`config.mk`:
```
export PLATFORM = sky130hd
export DESIGN_NAME = gear_selector
export DESIGN_NICKNAME = d
export VERILOG_FILES = /design/src/rtl/gear_selector.sv
export SDC_FILE = /design/constraint.sdc
export NUM_CORES = 1
export LEC_CHECK = 0
export CORE_MARGIN = 1.5
export CORE_UTILIZATION = 50
export DETAILED_ROUTE_END_ITERATION = 8
export GPL_TIMING_DRIVEN = 0
export PLACE_DENSITY = 0.77
export SETUP_SLACK_MARGIN = 0.4
export SKIP_CTS_REPAIR_TIMING = 1
export SLEW_MARGIN = 20
export SYNTH_ARGS = -nofsm -noshare
export SYNTH_HDL_FRONTEND = slang
export SYNTH_SLANG_ARGS = --single-unit
export TNS_END_PERCENT = 10
```
`constraint.sdc`:
```
create_clock -name clk -period 2.37 [get_ports clk]
set_input_delay 0.237 -clock clk [delete_from_list [all_inputs] [get_ports clk]]
set_output_delay 0.237 -clock clk [all_outputs]
set_load 0.01 [all_outputs]
```
`src/rtl/gear_selector.sv`:
```
// Shift-lever front end: debounces the up/down buttons, applies brake/speed/lockout
// interlocks and registers the gear code (3=P, 6=R, 9=N, 12=D) for the physics block.
module gear_selector #(
  parameter int unsigned DEBOUNCE_MS = 20,
  parameter int unsigned LOCKOUT_MS  = 200
) (
  input  logic       clk,
  input  logic       rst_n,
  input  logic       tick_1ms,
  input  logic       engine_on,
  input  logic       btn_up_raw,
  input  logic       btn_down_raw,
  input  logic       is_brake_normal,
  input  logic       is_brake_hard,
  input  logic [7:0] speed,
  output logic [3:0] current_gear,
  output logic       gear_changed,
  output logic       shift_denied,
  output logic [1:0] deny_code,
  output logic       reverse_lamp
);

  typedef enum logic [3:0] {
    GEAR_P = 4'd3,
    GEAR_R = 4'd6,
    GEAR_N = 4'd9,
    GEAR_D = 4'd12
  } gear_t;

  localparam logic [7:0] DB_LAST   = 8'(DEBOUNCE_MS - 1);
  localparam logic [9:0] LOCK_INIT = 10'(LOCKOUT_MS);

  // Bit 0 = up button, bit 1 = down button.
  logic [1:0] raw;
  logic [1:0] req;

  gear_t      gear, gear_next, target;
  logic [9:0] lock_cnt, lock_next;
  logic       fwd, fwd_next;
  logic       deny_next;
  logic [1:0] code_next;
  logic       end_stop;
  logic       req_up, req_dn;

  assign raw    = {btn_down_raw, btn_up_raw};
  assign req_up = req[0];
  assign req_dn = req[1];

  for (genvar g = 0; g < 2; g++) begin : g_btn
    logic       s1, s2, st, st_d;
    logic [7:0] cnt;

    always_ff @(posedge clk) begin
      if (!rst_n) begin
        s1   <= 1'b0;
        s2   <= 1'b0;
        st   <= 1'b0;
        st_d <= 1'b0;
        cnt  <= '0;
      end else begin
        s1   <= raw[g];
        s2   <= s1;
        st_d <= st;
        if (s2 == st) begin
          cnt <= '0;
        end else if (tick_1ms) begin
          if (cnt == DB_LAST) begin
            st  <= s2;
            cnt <= '0;
          end else begin
            cnt <= cnt + 8'd1;
          end
        end
      end
    end

    assign req[g] = st & ~st_d;
  end

  always_ff @(posedge clk) begin
    if (!rst_n) begin
      gear         <= GEAR_P;
      lock_cnt     <= '0;
      fwd          <= 1'b0;
      gear_changed <= 1'b0;
      shift_denied <= 1'b0;
      deny_code    <= '0;
      reverse_lamp <= 1'b0;
    end else begin
      gear         <= gear_next;
      lock_cnt     <= lock_next;
      fwd          <= fwd_next;
      gear_changed <= (gear_next != gear);
      shift_denied <= deny_next;
      deny_code    <= code_next;
      reverse_lamp <= (gear_next == GEAR_R);
    end
  end

  always_comb begin
    gear_next = gear;
    target    = gear;
    end_stop  = 1'b0;
    deny_next = 1'b0;
    code_next = deny_code;
    lock_next = (tick_1ms && lock_cnt != '0) ? lock_cnt - 10'd1 : lock_cnt;

    case (gear)
      GEAR_P: begin
        target   = GEAR_R;
        end_stop = req_up;
      end
      GEAR_R:  target = req_up ? GEAR_P : GEAR_N;
      GEAR_N:  target = req_up ? GEAR_R : GEAR_D;
      GEAR_D: begin
        target   = GEAR_N;
        end_stop = req_dn;
      end
      default: target = gear;
    endcase

    // Lockout check looks at the pre-decrement count, so a request on the final tick is still refused.
    if (!engine_on) begin
      gear_next = GEAR_P;
      lock_next = '0;
    end else if ((req_up ^ req_dn) && !end_stop) begin
      if (lock_cnt != '0) begin
        deny_next = 1'b1;
        code_next = 2'd3;
      end else if (gear == GEAR_P && !(is_brake_normal | is_brake_hard)) begin
        deny_next = 1'b1;
        code_next = 2'd1;
      end else if ((target == GEAR_P || target == GEAR_R || gear == GEAR_P) && speed != '0) begin
        deny_next = 1'b1;
        code_next = 2'd2;
      end else if (gear == GEAR_N && target == GEAR_D && speed != '0 && !fwd) begin
        deny_next = 1'b1;
        code_next = 2'd2;
      end else begin
        gear_next = target;
        lock_next = LOCK_INIT;
      end
    end

    fwd_next = fwd;
    if (gear_next == GEAR_D) begin
      fwd_next = 1'b1;
    end else if (gear_next == GEAR_P || gear_next == GEAR_R) begin
      fwd_next = 1'b0;
    end else if (gear == GEAR_N && speed == '0) begin
      fwd_next = 1'b0;
    end
  end

  always_comb begin
    current_gear = gear;
  end

endmodule

```
## Word level (Yosys, flattened, before mapping)

Cells that the tools add are included.

| word-level totals | value |
|---|---|
| output and inout port bits | 9 |
| input bits | 16 |
| word-level logic and storage cells | 99 |
| register bits | 44 |

| cells by class | value |
|---|---|
| reduce and logical (&&, ||, !) cells | 26 |
| equality and inequality tests | 15 |
| add/sub/neg operators | 3 |
| muxes and demuxes | 29 |
| bitwise operators | 9 |

Operator list:

| cell | count |
|---|---|
| 10-bit two-way mux | 6 |
| 4-bit two-way mux | 8 |
| 8-bit by 1-bit adder with 8-bit output, second input constant | 2 |
| 4-bit == test, second input constant | 4 |
| 8-bit by 5-bit == test with 1-bit output, second input constant | 2 |
| 8-bit two-way mux | 2 |
| 4-bit case mux with 4 select lines | 1 |
| 4-bit by 2-bit == test with 1-bit output, second input constant | 3 |
| 4-bit by 3-bit == test with 1-bit output, second input constant | 3 |
| 3-bit AND reduction | 4 |
| 10-bit nonzero test | 1 |
| 10-bit by 1-bit subtractor with 10-bit output, second input constant | 1 |
| 1-bit logical AND | 8 |
| 8-bit logical NOT | 1 |
| 2-bit two-way mux | 4 |
| 8-bit nonzero test | 1 |
| 1-bit two-way mux | 7 |
| 1-bit inverter | 5 |
| 4-bit inequality test | 1 |
| 4-bit nonzero test | 1 |
| 2-bit OR reduction | 2 |
| 1-bit logical NOT | 3 |
| 1-bit logical OR | 3 |
| 3-bit nonzero test | 1 |
| 6 further kinds | 8 |

## Depth between registers and ports, before layout

| logic depth | value |
|---|---|
| depth in word-level cells | 18 |
| mapped depth | 10 |
| gate-level depth less buffers | 9 |

## Worst setup path before layout

No wires, ideal clock.

| timing | value |
|---|---|
| path kind | register -> register |
| start | register lock_cnt[0] |
| end | register fwd |
| arrival time | 2.511 ns |
| setup slack | -0.215 ns |
| setup time | 0.073 ns |
| buffers on the path | 0 |
| period minus slack after synthesis | 2.585 ns |
| stages on the path, launching flop included | 10 |
| required time | 2.297 ns |
| cell sequence | dfxtp_1 > inv_1 > ha_1 > or3b_2 > or4_4 > o21bai_4 > or4_4 > a21oi_2 > a31oi_1 > o211ai_2 |

| between the ends | value |
|---|---|
| longest elaborated chain between the ends | 8 |
| elaborated cells on any way between the ends | 11 |
| classes of those cells | eq/ne: 3; mux: 5; reduce/logical: 3 |

Ends and longest elaborated chain:

| element | line | source |
|---|---|---|
| start, declared | 38 | `logic [9:0] lock_cnt, lock_next;` |
| start signal, assigned | 91 | `lock_cnt <= lock_next;` |
| 10-bit nonzero test (*) | 127 | `if (lock_cnt != '0) begin` |
| 4-bit two-way mux (*) | 127 |  |
| 4-bit two-way mux (*) | 126 | `end else if ((req_up ^ req_dn) && !end_stop) begin` |
| 4-bit two-way mux (*) | 123 | `if (!engine_on) begin` |
| 4-bit by 2-bit == test with 1-bit output or 4-bit by 3-bit == test with 1-bit output (tied branches) | 148 | `end else if (gear_next == GEAR_P \|\| gear_next == GEAR_R) begin` |
| 1-bit logical OR | 148 |  |
| 1-bit two-way mux | 148 |  |
| 1-bit two-way mux | 146 | `if (gear_next == GEAR_D) begin` |
| end signal, assigned | 92 | `fwd <= fwd_next;` |
| end, declared | 39 | `logic fwd, fwd_next;` |

Mark *: on every way between the ends. The rest lies on a longest branch, timed or not.
A chain may end at the register's enable or synchronous reset.

## Final worst setup path

| timing | value |
|---|---|
| start | register lock_cnt[1] |
| end | register fwd |

Same word-level chain as after synthesis.

==> flow_summary.ini <==
[clock_network]
htree_levels = 2
clock_path_buffers = 2
cts_buffers = 5
clock_latency_ps = 290
cts.sinks = 44
clk_pin_slew_worst_paths_ps = 90
cts_root_buf = clkbuf_8
cts_tree = done

[sta]
slew_viol_final = 0
timing.fmax_mhz = 385
tns_ps = -622
relSlewSlack = 0.640
max_slew.worst_pin.slew_ps = 541
hold_viol_final = 0
fin_skew_ps = 12.1
period_needed_ps = 2590
rsz0062_at_grt = yes
whs_ps = 394
finalSetupViolations = 5
layout_setup_ws_ps = -225
finalCritPeriodShare = 1.09

[cells_and_area]
antenna_cells = 0
nFillCells = 365
utilization = 0.642
seq_area_um2 = 883
drive_above_1_share = 0.105
area_growth_pct = 22.5
finalNetCount = 295
fin_cells = 327
multi_input_comb_area_mm2 = 0.00123

[logic_synthesis]
synth_common_cells = dfxtp_1, nor2_1, nand2_1, xor2_1
avgSynthCellArea_um2 = 8.69
synth.most_common_cell = dfxtp_1
synthesis.nets = 262
synth-async-reset-ratio = 0
synth_area_leaders = dfxtp_1, nor2_1, xor2_1
synth_top_area_share = 0.417
ys_seq_area_frac = 0.417
synth_edf_count = 0
syn_area_mm2 = 0.00211
yosysWarnings = 0
ys_ff_latch = 44
yosysTopAreaCell = dfxtp_1
ys.flop_type = dfxtp_1
synthCells = 243
synth_cell_types = 44

[grt]
grt_pass1_wl_um = 7090
antenna_found_initial = 0
grt.overflow.total = 0
grt_pass1_vias = 1638
grt_max_degree = 15
track_usage = 0.198

[routing]
totalWireLength_um = 4210
vias_per_cell = 5.53
ant_nets = 0
drt_iter0_drc = 133
wl_per_cell_um = 12.9
drt_first_pass_iters = 4
num_vias = 1809
drc = 0

[critical_path]
slowest_delay_ps = 490
crit_family = compound AO/OA/AOI/OAI gates
cp_num_buf_inv = 1
crit_fanout = 7
end_kind = register
cp-start-kind = register
r2r_cells = 9
cp.required_ps = 2600
timing_worst_setup_path_type = register to register
cp_cell_sequence = inv_2 -> ha_4 -> or3b_4 -> or4_4 -> o21bai_4 -> o41a_1 -> a211oi_2 -> a31oi_1 -> o211ai_2
cp.arrival_ps = 2820
cp.depth = 9
crit_slowest_cell = or4_4

[floorplan]
die_h_um = 68.0
die_x_um = 68.0
start_util = 0.524
boundaryPins = 25
die-area_mm2 = 0.00462
row_count = 23
core-area_mm2 = 0.00403

[hold_path]
holdPathStages = 2
hold_class = primary input to register

[flow_run]
cap_violations = 0

[outcome]
status = finished with violations
violations = setup timing

[placed_design]
dp_cells = 316
dp_slack_ps = -239
io_buffers = 23
dp_hpwl_um = 3010
gp_congestion = 0.893

[pwr]
peakVddDrop_mv = 0.489
cellLeakagePower_uw = 0.000945
p_per_area_mw_per_mm2 = 527
[routing by layer]
metal / track usage / share of wire
met1: 0.265 / 0.47
met5: 0 / 0
met4: 0.0625 / 0.0040
met2: 0.316 / 0.46
met3: 0.0444 / 0.065
[through the flow]
step                      cell area [µm²]  power [µW]
after CTS                            2540        1380
after global routing                 2590        1410
final                                2590        1360
after global placement               2430         819
after floorplan                      2130         786
after detailed placement             2430         820
[cell usage in the layout (no fill, tap or decap), drive strengths merged, types with 6 or more instances in the layout]
cell / netlist / final
xnor2: 11 / 11
clkdlybuf4s50: 0 / 23
nor3: 11 / 11
a21oi: 8 / 8
and2: 9 / 9
o21ai: 6 / 6
mux2i: 6 / 6
nor2: 33 / 33
xor2: 13 / 13
dfxtp: 44 / 44
nand2: 19 / 19
clkbuf: 8 / 13
nand3: 10 / 10
[cell families (layout without fill, tap and decap cells)]
kind of cell,after synthesis,after routing,synth area share
xor gates and xnor gates,24,24,0.0995
adders and majority gates,3,3,0.0178
buffers and inverters,13,47,0.0231
muxes,6,6,0.0284
DFF,44,44,0.417
AOI/OAI and AO/OA,31,31,0.109
and+or+nand+nor,122,122,0.305
[cell type report]
cell class	instances	area share
Inverter	4	0.00580
Multi-Input combinational cell	186	0.475
Buffer	9	0.0131
Timing Repair Buffer	26	0.0977
Clock inverter	3	0.0164
Tap cell	50	0.0242
Sequential cell	44	0.341
Clock buffer	5	0.0266
[worst paths after layout]
check | end | slack, ps | startpoint
worst max-delay path | fwd | -220 | lock_cnt[1]
worst max register to register | fwd | -220 | lock_cnt[1]
worst min-delay path | g_btn[0].st | 390 | rst_n
worst min register to register | g_btn[1].s2 | 440 | g_btn[1].s1
[flip-flops by register name, indices dropped and copies added, names as in the netlist]
signal	count
gear_changed	1
g_btn.s2	2
g_btn.s1	2
lock_cnt	10
current_gear	4
deny_code	2
g_btn.st_d	2
g_btn.cnt	16
shift_denied	1
g_btn.st	2
reverse_lamp	1
fwd	1
[where the power goes]
group / switching [µW] / total (µW) / internal [µW]
clock: 247 / 559 / 312
combinational: 28.3 / 58.8 / 30.6
sequential: 2.09 / 744 / 742
total: 278 / 1360 / 1080
No activity file was read; power rests on OpenSTA's default activity.
